## config.mk

```make
export PLATFORM = sky130hd
export DESIGN_NAME = read_burst_ctrl_flat
export DESIGN_NICKNAME = d
export VERILOG_FILES = /design/src/rtl/read_burst_ctrl_if.sv /design/src/rtl/read_burst_ctrl.sv /design/src/flat_wrapper.sv
export SDC_FILE = /design/constraint.sdc
export NUM_CORES = 1
export LEC_CHECK = 0
export BUFFER_PORTS_ARGS = -buffer_cell sky130_fd_sc_hd__buf_2
export CAP_MARGIN = 10
export CORE_MARGIN = 2
export CORE_UTILIZATION = 45
export DETAILED_ROUTE_END_ITERATION = 8
export GPL_ROUTABILITY_DRIVEN = 0
export GPL_TIMING_DRIVEN = 0
export PLACE_DENSITY = 0.66
export SLEW_MARGIN = 20
export SYNTH_ARGS = -nofsm -noshare
export SYNTH_HDL_FRONTEND = slang
export SYNTH_SLANG_ARGS = --single-unit
```

## constraint.sdc

```tcl
create_clock -name clk -period 1.84 [get_ports clk]
set_input_delay 0.552 -clock clk [delete_from_list [all_inputs] [get_ports clk]]
set_output_delay 0.552 -clock clk [all_outputs]
set_load 0.01 [all_outputs]
```

## src/rtl/read_burst_ctrl_if.sv

```systemverilog
// read_burst_ctrl_if: user-control inputs, FIFO status and strobe/status outputs of the read-burst sequencer
interface read_burst_ctrl_if #(
    parameter int DATA_W = 4
);
    logic              rd_req;
    logic              burst_req;
    logic              abort;
    logic              fifo_empty;
    logic [DATA_W-1:0] fifo_head;
    logic              rd_single;
    logic              rd_burst;
    logic              busy;
    logic              done;
    logic              underrun;
    logic [DATA_W-1:0] remaining;

    modport master (
        output rd_req, burst_req, abort, fifo_empty, fifo_head,
        input  rd_single, rd_burst, busy, done, underrun, remaining
    );

    modport slave (
        input  rd_req, burst_req, abort, fifo_empty, fifo_head,
        output rd_single, rd_burst, busy, done, underrun, remaining
    );
endinterface

```

## src/rtl/read_burst_ctrl.sv

```systemverilog
// read_burst_ctrl: issues single FIFO read strobes or PERIOD-spaced bursts whose length is the FIFO head word
module read_burst_ctrl #(
    parameter int DATA_W          = 4,
    parameter int PERIOD          = 100_000_000,
    parameter bit FIRST_IMMEDIATE = 1'b0
) (
    input logic              clk,
    input logic              rst_n,
    read_burst_ctrl_if.slave bus
);
    localparam int CNT_W = $clog2(PERIOD);
    localparam logic [CNT_W-1:0] LAST  = CNT_W'(PERIOD - 1);
    localparam logic [CNT_W-1:0] START = FIRST_IMMEDIATE ? LAST : '0;

    typedef enum logic {IDLE, RUN} state_t;

    state_t            state_q, state_d;
    logic [CNT_W-1:0]  cnt_q, cnt_d;
    logic [DATA_W-1:0] rem_q, rem_d;
    logic              single_q, single_d;
    logic              burst_q, burst_d;
    logic              done_q, done_d;
    logic              under_q, under_d;
    logic              loadable;

    // A burst can (re)start only from a non-empty FIFO holding a non-zero count.
    assign loadable = bus.burst_req & ~bus.fifo_empty & (bus.fifo_head != '0);

    // State, counters and every output are held in flops; reset clears them without a done pulse.
    always_ff @(posedge clk or negedge rst_n) begin
        if (!rst_n) begin
            state_q  <= IDLE;
            cnt_q    <= '0;
            rem_q    <= '0;
            single_q <= 1'b0;
            burst_q  <= 1'b0;
            done_q   <= 1'b0;
            under_q  <= 1'b0;
        end else begin
            state_q  <= state_d;
            cnt_q    <= cnt_d;
            rem_q    <= rem_d;
            single_q <= single_d;
            burst_q  <= burst_d;
            done_q   <= done_d;
            under_q  <= under_d;
        end
    end

    // Next state and next output values; in RUN abort beats retrigger, which beats the period tick.
    always_comb begin
        state_d  = state_q;
        cnt_d    = cnt_q;
        rem_d    = rem_q;
        single_d = 1'b0;
        burst_d  = 1'b0;
        done_d   = 1'b0;
        under_d  = 1'b0;
        case (state_q)
            IDLE: begin
                if (loadable) begin
                    state_d = RUN;
                    rem_d   = bus.fifo_head;
                    cnt_d   = START;
                end else if (bus.burst_req) begin
                    done_d = ~bus.fifo_empty;
                end else begin
                    single_d = bus.rd_req & ~bus.fifo_empty;
                end
            end
            RUN: begin
                if (bus.abort) begin
                    state_d = IDLE;
                    rem_d   = '0;
                    cnt_d   = '0;
                    done_d  = 1'b1;
                end else if (loadable) begin
                    rem_d = bus.fifo_head;
                    cnt_d = START;
                end else if (bus.burst_req) begin
                    state_d = IDLE;
                    rem_d   = '0;
                    cnt_d   = '0;
                    done_d  = 1'b1;
                end else if (cnt_q == LAST) begin
                    cnt_d = '0;
                    if (bus.fifo_empty) begin
                        state_d = IDLE;
                        rem_d   = '0;
                        done_d  = 1'b1;
                        under_d = 1'b1;
                    end else begin
                        burst_d = 1'b1;
                        rem_d   = rem_q - DATA_W'(1);
                        done_d  = (rem_q == DATA_W'(1));
                        state_d = (rem_q == DATA_W'(1)) ? IDLE : RUN;
                    end
                end else begin
                    cnt_d = cnt_q + CNT_W'(1);
                end
            end
            default: state_d = IDLE;
        endcase
    end

    assign bus.rd_single = single_q;
    assign bus.rd_burst  = burst_q;
    assign bus.busy      = (state_q == RUN);
    assign bus.done      = done_q;
    assign bus.underrun  = under_q;
    assign bus.remaining = rem_q;
endmodule

```

## src/flat_wrapper.sv

```systemverilog
// flat-port wrapper written by rule: the top's interface ports become plain ports
module read_burst_ctrl_flat 
#(
    parameter int DATA_W          = 4,
    parameter int PERIOD          = 100_000_000,
    parameter bit FIRST_IMMEDIATE = 1'b0
)
  (clk, rst_n, bus_rd_req, bus_burst_req, bus_abort, bus_fifo_empty, bus_fifo_head, bus_rd_single, bus_rd_burst, bus_busy, bus_done, bus_underrun, bus_remaining);
  read_burst_ctrl_if #(.DATA_W(DATA_W)) bus_i ();
  input logic clk;
  input logic rst_n;
  input wire logic [$bits(bus_i.rd_req)-1:0] bus_rd_req;
  input wire logic [$bits(bus_i.burst_req)-1:0] bus_burst_req;
  input wire logic [$bits(bus_i.abort)-1:0] bus_abort;
  input wire logic [$bits(bus_i.fifo_empty)-1:0] bus_fifo_empty;
  input wire logic [$bits(bus_i.fifo_head)-1:0] bus_fifo_head;
  output wire logic [$bits(bus_i.rd_single)-1:0] bus_rd_single;
  output wire logic [$bits(bus_i.rd_burst)-1:0] bus_rd_burst;
  output wire logic [$bits(bus_i.busy)-1:0] bus_busy;
  output wire logic [$bits(bus_i.done)-1:0] bus_done;
  output wire logic [$bits(bus_i.underrun)-1:0] bus_underrun;
  output wire logic [$bits(bus_i.remaining)-1:0] bus_remaining;
  assign bus_i.rd_req = bus_rd_req;
  assign bus_i.burst_req = bus_burst_req;
  assign bus_i.abort = bus_abort;
  assign bus_i.fifo_empty = bus_fifo_empty;
  assign bus_i.fifo_head = bus_fifo_head;
  assign bus_rd_single = bus_i.rd_single;
  assign bus_rd_burst = bus_i.rd_burst;
  assign bus_busy = bus_i.busy;
  assign bus_done = bus_i.done;
  assign bus_underrun = bus_i.underrun;
  assign bus_remaining = bus_i.remaining;
  read_burst_ctrl #(.DATA_W(DATA_W), .PERIOD(PERIOD), .FIRST_IMMEDIATE(FIRST_IMMEDIATE)) u_core (.clk(clk), .rst_n(rst_n), .bus(bus_i));
endmodule
```

After elaboration in Yosys (flattened, before gate mapping)
Index checks and enable logic that the tools add are counted.
W data, S select, Z words.
{"block": "totals", "register_bits": 36, "out_inout_bits": 9, "elab_cells": 64}
{"block": "op_classes", "n_mux": 44, "eq_ne": 4, "n_reduce_logical": 2, "bitwise": 5, "add_sub_neg": 2}
{"cell": "$mux W27", "count": 5}
{"cell": "$pmux W27 S2", "count": 1}
{"cell": "$mux W1", "count": 29}
{"cell": "$add A27 B1 Y27 const B", "count": 1}
{"cell": "$eq A27 B27 Y1 const B", "count": 1}
{"cell": "$mux W4", "count": 6}
{"cell": "$pmux W4 S2", "count": 1}
{"cell": "$ne A5 B5 Y1 const B", "count": 1}
{"cell": "$eq A4 B1 Y1 const B", "count": 1}
{"cell": "$pmux W1 S2", "count": 2}
{"cell": "$reduce_bool A4 Y1", "count": 1}
{"cell": "$sub A4 B1 Y4 const B", "count": 1}
{"cell": "$and A1 B1 Y1", "count": 3}
{"cell": "$ne A2 B1 Y1 const B", "count": 1}
{"cell": "$not A1 Y1", "count": 2}
{"cell": "$reduce_and A2 Y1", "count": 1}

Logic depth before layout (Yosys ltp)
{"block": "depth", "word_depth": 8, "depth_mapped": 9, "depth_no_buf": 6}

Worst setup path before layout
Ideal clock, no wire load.
{"block": "synth_path", "path_type": "in2reg", "startpoint": "in bus_fifo_head[1]", "endpoint": "reg u_core.cnt_q[3]", "path_stages": 7, "setup_slack_ns": -0.227, "n_path_buf": 2, "required_ns": 1.718, "arrival_time_ns": 1.945, "setup_time_ns": 0.122, "cell_sequence": "nor4_1 > o21ba_2 > buf_2 > buf_1 > nor2_1 > xnor2_1 > nor2_1"}
{"block": "synth_between", "elab_chain_cells": 5, "elab_cells_between_ends": 6, "classes_between": "eq/ne: 1; mux: 3; bitwise: 1; reduce/logical: 1"}
{"element": "start, declared", "line_no": "flat_wrapper.sv:16", "rtl": "input wire logic [$bits(bus_i.fifo_head)-1:0] bus_fifo_head;"}
{"element": "$reduce_bool A4 Y1 (*)", "line_no": "read_burst_ctrl.sv:27", "rtl": "assign loadable = bus.burst_req & ~bus.fifo_empty & (bus.fifo_head != '0);"}
{"element": "$and A1 B1 Y1 (*)", "line_no": "read_burst_ctrl.sv:27"}
{"element": "$mux W27", "line_no": "read_burst_ctrl.sv:77", "rtl": "end else if (loadable) begin"}
{"element": "$mux W27", "line_no": "read_burst_ctrl.sv:72", "rtl": "if (bus.abort) begin"}
{"element": "$pmux W27 S2", "line_no": "read_burst_ctrl.sv:59", "rtl": "case (state_q)"}
{"element": "end signal, assigned", "line_no": "read_burst_ctrl.sv:41", "rtl": "cnt_q <= cnt_d;"}
{"element": "end, declared", "line_no": "read_burst_ctrl.sv:18", "rtl": "logic [CNT_W-1:0] cnt_q, cnt_d;"}
Mark *: on every way between the ends. The rest lies on a longest branch, timed or not.
A chain may end at the register's enable or synchronous reset.

Worst setup path after layout
{"block": "layout_path", "startpoint": "reg u_core.cnt_q[8]", "endpoint": "reg u_core.rem_q[0], in the netlist u_core.bus.remaining[0]"}
{"block": "layout_between", "elab_chain_cells": 3}
{"element": "$eq A27 B27 Y1", "line_no": "read_burst_ctrl.sv:85", "rtl": "end else if (cnt_q == LAST) begin"}
{"element": "$ne A5 B5 Y1 (no source line)"}
{"element": "$reduce_and A2 Y1 (no source line)"}
{"element": "end signal, assigned", "line_no": "read_burst_ctrl.sv:42", "rtl": "rem_q <= rem_d;"}
{"element": "end, declared", "line_no": "read_burst_ctrl.sv:19", "rtl": "logic [DATA_W-1:0] rem_q, rem_d;"}
Every way passes these cells.

==> impl_metrics.env <==
export IMPL_ant_nets=0
export IMPL_hp_class="input port to async pin"
export IMPL_slowest_stage="or4b_4"
export IMPL_rsz0062_at_grt="true"
export IMPL_viasPerCell=5.79
export IMPL_placedInstanceArea_mm2=0.00226
export IMPL_power_density_mw_per_mm2=682
export IMPL_yosysWarnings=0
export IMPL_tritoncts="built"
export IMPL_arrival_ps=2120
export IMPL_ioPinCount=19
export IMPL_status="finished with violations"
export IMPL_routed_wl_um=4910
export IMPL_postLayoutSetupSlackWorst_ps=-109
export IMPL_cp_slowest_stage_delay_ps=510
export IMPL_drive_gt1_share_pct=37.5
export IMPL_die_w_um=70.8
export IMPL_finish_instance_area_mm2=0.00265
export IMPL_cp_top_family="simple AND/OR/NAND/NOR gates"
export IMPL_synth_top_cell_area_share_pct=44.9
export IMPL_antenna_cells=0
export IMPL_vias=1811
export IMPL_global_route_usage_total_pct=20.8
export IMPL_nNetsFinal=273
export IMPL_synth_common_cells="dfrtp_1, nor2_1, o21ai_0, a21oi_1, nand2_1"
export IMPL_yosysSeqAreaShare_pct=44.9
export IMPL_clock_fmax_mhz=513
export IMPL_drtIter0Drc=120
export IMPL_final_hold_viol_count=0
export IMPL_async_flop_share_pct=100
export IMPL_seq_area_um2=907
export IMPL_synth_edff_count=0
export IMPL_antenna_found_initial=0
export IMPL_slew_violations=0
export IMPL_cts_root_buf="clkbuf_8"
export IMPL_coreArea_mm2=0.00432
export IMPL_cts_path_max_buffers=2
export IMPL_utilization_pct=61.2
export IMPL_path_cells="or4b_4 > nor4_4 > a31oi_4 > buf_6 > a311oi_2 > o22ai_1"
export IMPL_ys_ff_latch=36
export IMPL_synth_fp_nets=231
export IMPL_cts_inserted_buffers=5
export IMPL_cts_hold_buf=0
export IMPL_synthFlopType="dfrtp_1"
export IMPL_synth_area_top_cells="dfrtp_1, nor2_1, o21ai_0"
export IMPL_clk_latency_ps=290
export IMPL_fin_skew_ps=6.57
export IMPL_dr_pass1_iters=4
export IMPL_ys_types=48
export IMPL_final_fill_count=384
export IMPL_grt_max_degree=37
export IMPL_crit_buf_inv=1
export IMPL_end_kind="flop"
export IMPL_drv_cap=0
export IMPL_grt_pass1_wl_um=8170
export IMPL_worstMarginPinSlew_ps=813
export IMPL_port_buffers=17
export IMPL_start_util_pct=46.4
export IMPL_wl_per_cell_um=15.7
export IMPL_slew_limit_headroom_pct=45.8
export IMPL_netlist_area_mm2=0.00201
export IMPL_worst_setup_path_start_kind="flop"
export IMPL_syn_inst=218
export IMPL_required_ps=2020
export IMPL_die_area_mm2=0.00501
export IMPL_power_leakage_nw=1.10
export IMPL_clock_sinks=36
export IMPL_yosysMostFrequentCell="dfrtp_1"
export IMPL_grt_pass1_vias=1694
export IMPL_violations="negative setup slack"
export IMPL_period_needed_ps=1950
export IMPL_crit_path_max_fanout=6
export IMPL_min_period_over_period_pct=106
export IMPL_path_class="flop to flop"
export IMPL_core_rowCount=24
export IMPL_clkSlewWorstSetupHoldPaths_ps=70
export IMPL_detailed_place_hpwl_um=3240
export IMPL_yosysTopAreaCell="dfrtp_1"
export IMPL_avgSynthCellArea_um2=9.21
export IMPL_finalSetupViolCount=31
export IMPL_ir_worst_vdd_mv=0.512
export IMPL_die_y_um=70.8
export IMPL_drc_errors=0
export IMPL_overflow=0
export IMPL_htreeDepth=2
export IMPL_area_growth_pct=31.7
export IMPL_multi_input_area_mm2=0.00124
==> metal layers <==
| layer | GRT usage (%) | share of wire [%] | vias up |
|---|---|---|---|
| li1 | - | - | 877 |
| met1 | 29.7 | 48 | 892 |
| met2 | 31.3 | 47 | 32 |
| met3 | 4.99 | 2.9 | 10 |
| met4 | 6.50 | 1.8 | 0 |
| met5 | 0 | 0 | - |
==> layout make-up <==
cell class | instances | share of cell area (%)
Sequential cell | 36 | 34.3
Buffer | 7 | 2.55
Clock buffer | 6 | 3.12
Inverter | 9 | 1.28
Multi-Input combinational cell | 164 | 46.8
Clock inverter | 2 | 0.378
Timing Repair Buffer | 37 | 9.08
Tap cell | 52 | 2.46
==> worst reg2reg max path, stage by stage (launching register included) <==
cell and delay (ps):
dfrtp_2 460, or4b_4 510, nor4_4 230, a31oi_4 190, buf_6 180, a311oi_2 180
o22ai_1 90
==> cell families after synthesis <==
logic type | Yosys count | synth area share [%]
buffers and inverters | 18 | 3.68
AOI/OAI and AO/OA | 45 | 13.2
muxes | 2 | 0.997
xor gates and xnor gates | 13 | 5.67
and+or+nand+nor | 101 | 29.7
DFF | 36 | 44.9
adders and majority gates | 3 | 1.87
==> report_power, final <==
| part | switching [W] | internal [W] |
|---|---|---|
| Clock | 0.000291 | 0.000299 |
| Sequential | 0.0000379 | 0.000827 |
| Combinational | 0.000203 | 0.000146 |
| Total | 0.000532 | 0.00127 |
==> state kept, by name, indices dropped and copies added, names as in the netlist <==
name                  flops
u_core.cnt_q             27
u_core.bus.rd_burst       1
u_core.bus.rd_single      1
u_core.bus.underrun       1
u_core.bus.busy           1
u_core.bus.remaining      4
u_core.bus.done           1
==> layout by cell type, fill, tap and decap left out, types with 3 or more instances in the layout <==
cell type,synthesis,final
nor2_1,23,16
o31ai_1,3,3
nor4_1,8,5
dfrtp_2,0,5
inv_1,9,9
nor2_4,0,4
xnor2_1,8,8
nor3_1,4,4
or3_1,4,3
dfrtp_1,36,31
nand3_1,10,8
xor2_1,5,4
buf_6,0,5
nand4_1,7,7
buf_4,0,18
o21ai_0,15,11
nor2_2,0,3
a21oi_1,14,13
and3_1,5,4
or3_4,2,3
clkbuf_8,0,7
nand2_1,14,13
nor4_4,1,3
buf_2,4,19
o22ai_1,3,3
==> metrics by stage <==
stage          power (W)  setup slack (ps)  TNS, ps  instances  hold WS (ps)
6_report         0.00180              -109    -2210        313           350
5_1_grt          0.00189              -155    -3990        313           414
4_1_cts          0.00178             -85.5    -1830        308           381
3_5_place_dp     0.00117              -415    -8280        287           496
3_3_place_gp     0.00116              -428    -8640        287           479
2_1_floorplan    0.00105             -56.2     -436        218           256
==> repair_timing <==
action                                  in CTS  in global routing
pin swaps                                   10                 17
buffers inserted                            14                  4
endpoints found under the setup margin      34                 34
gates cloned                                 1                  1
resized for setup                           20                 32
==> path summary, 6_finish.rpt <==
kind                                               from                             endpoint  slack (ps)  depth (start not counted)
setup / recovery            u_core.cnt_q[8]$_DFFE_PN0P_  u_core.bus.remaining[0]$_DFFE_PN0P_        -110                          6
hold / removal                                    rst_n       u_core.bus.rd_single$_DFF_PN0_         350                          1
setup reg to reg            u_core.cnt_q[8]$_DFFE_PN0P_  u_core.bus.remaining[0]$_DFFE_PN0P_        -110                          6
hold reg to reg            u_core.cnt_q[26]$_DFFE_PN0P_         u_core.cnt_q[26]$_DFFE_PN0P_         530                          1
max in group asynchronous                         rst_n         u_core.cnt_q[14]$_DFFE_PN0P_         930                          1
min in group clk                          bus_burst_req       u_core.bus.rd_single$_DFF_PN0_         510                          2
(Power assumes the default switching activity.)
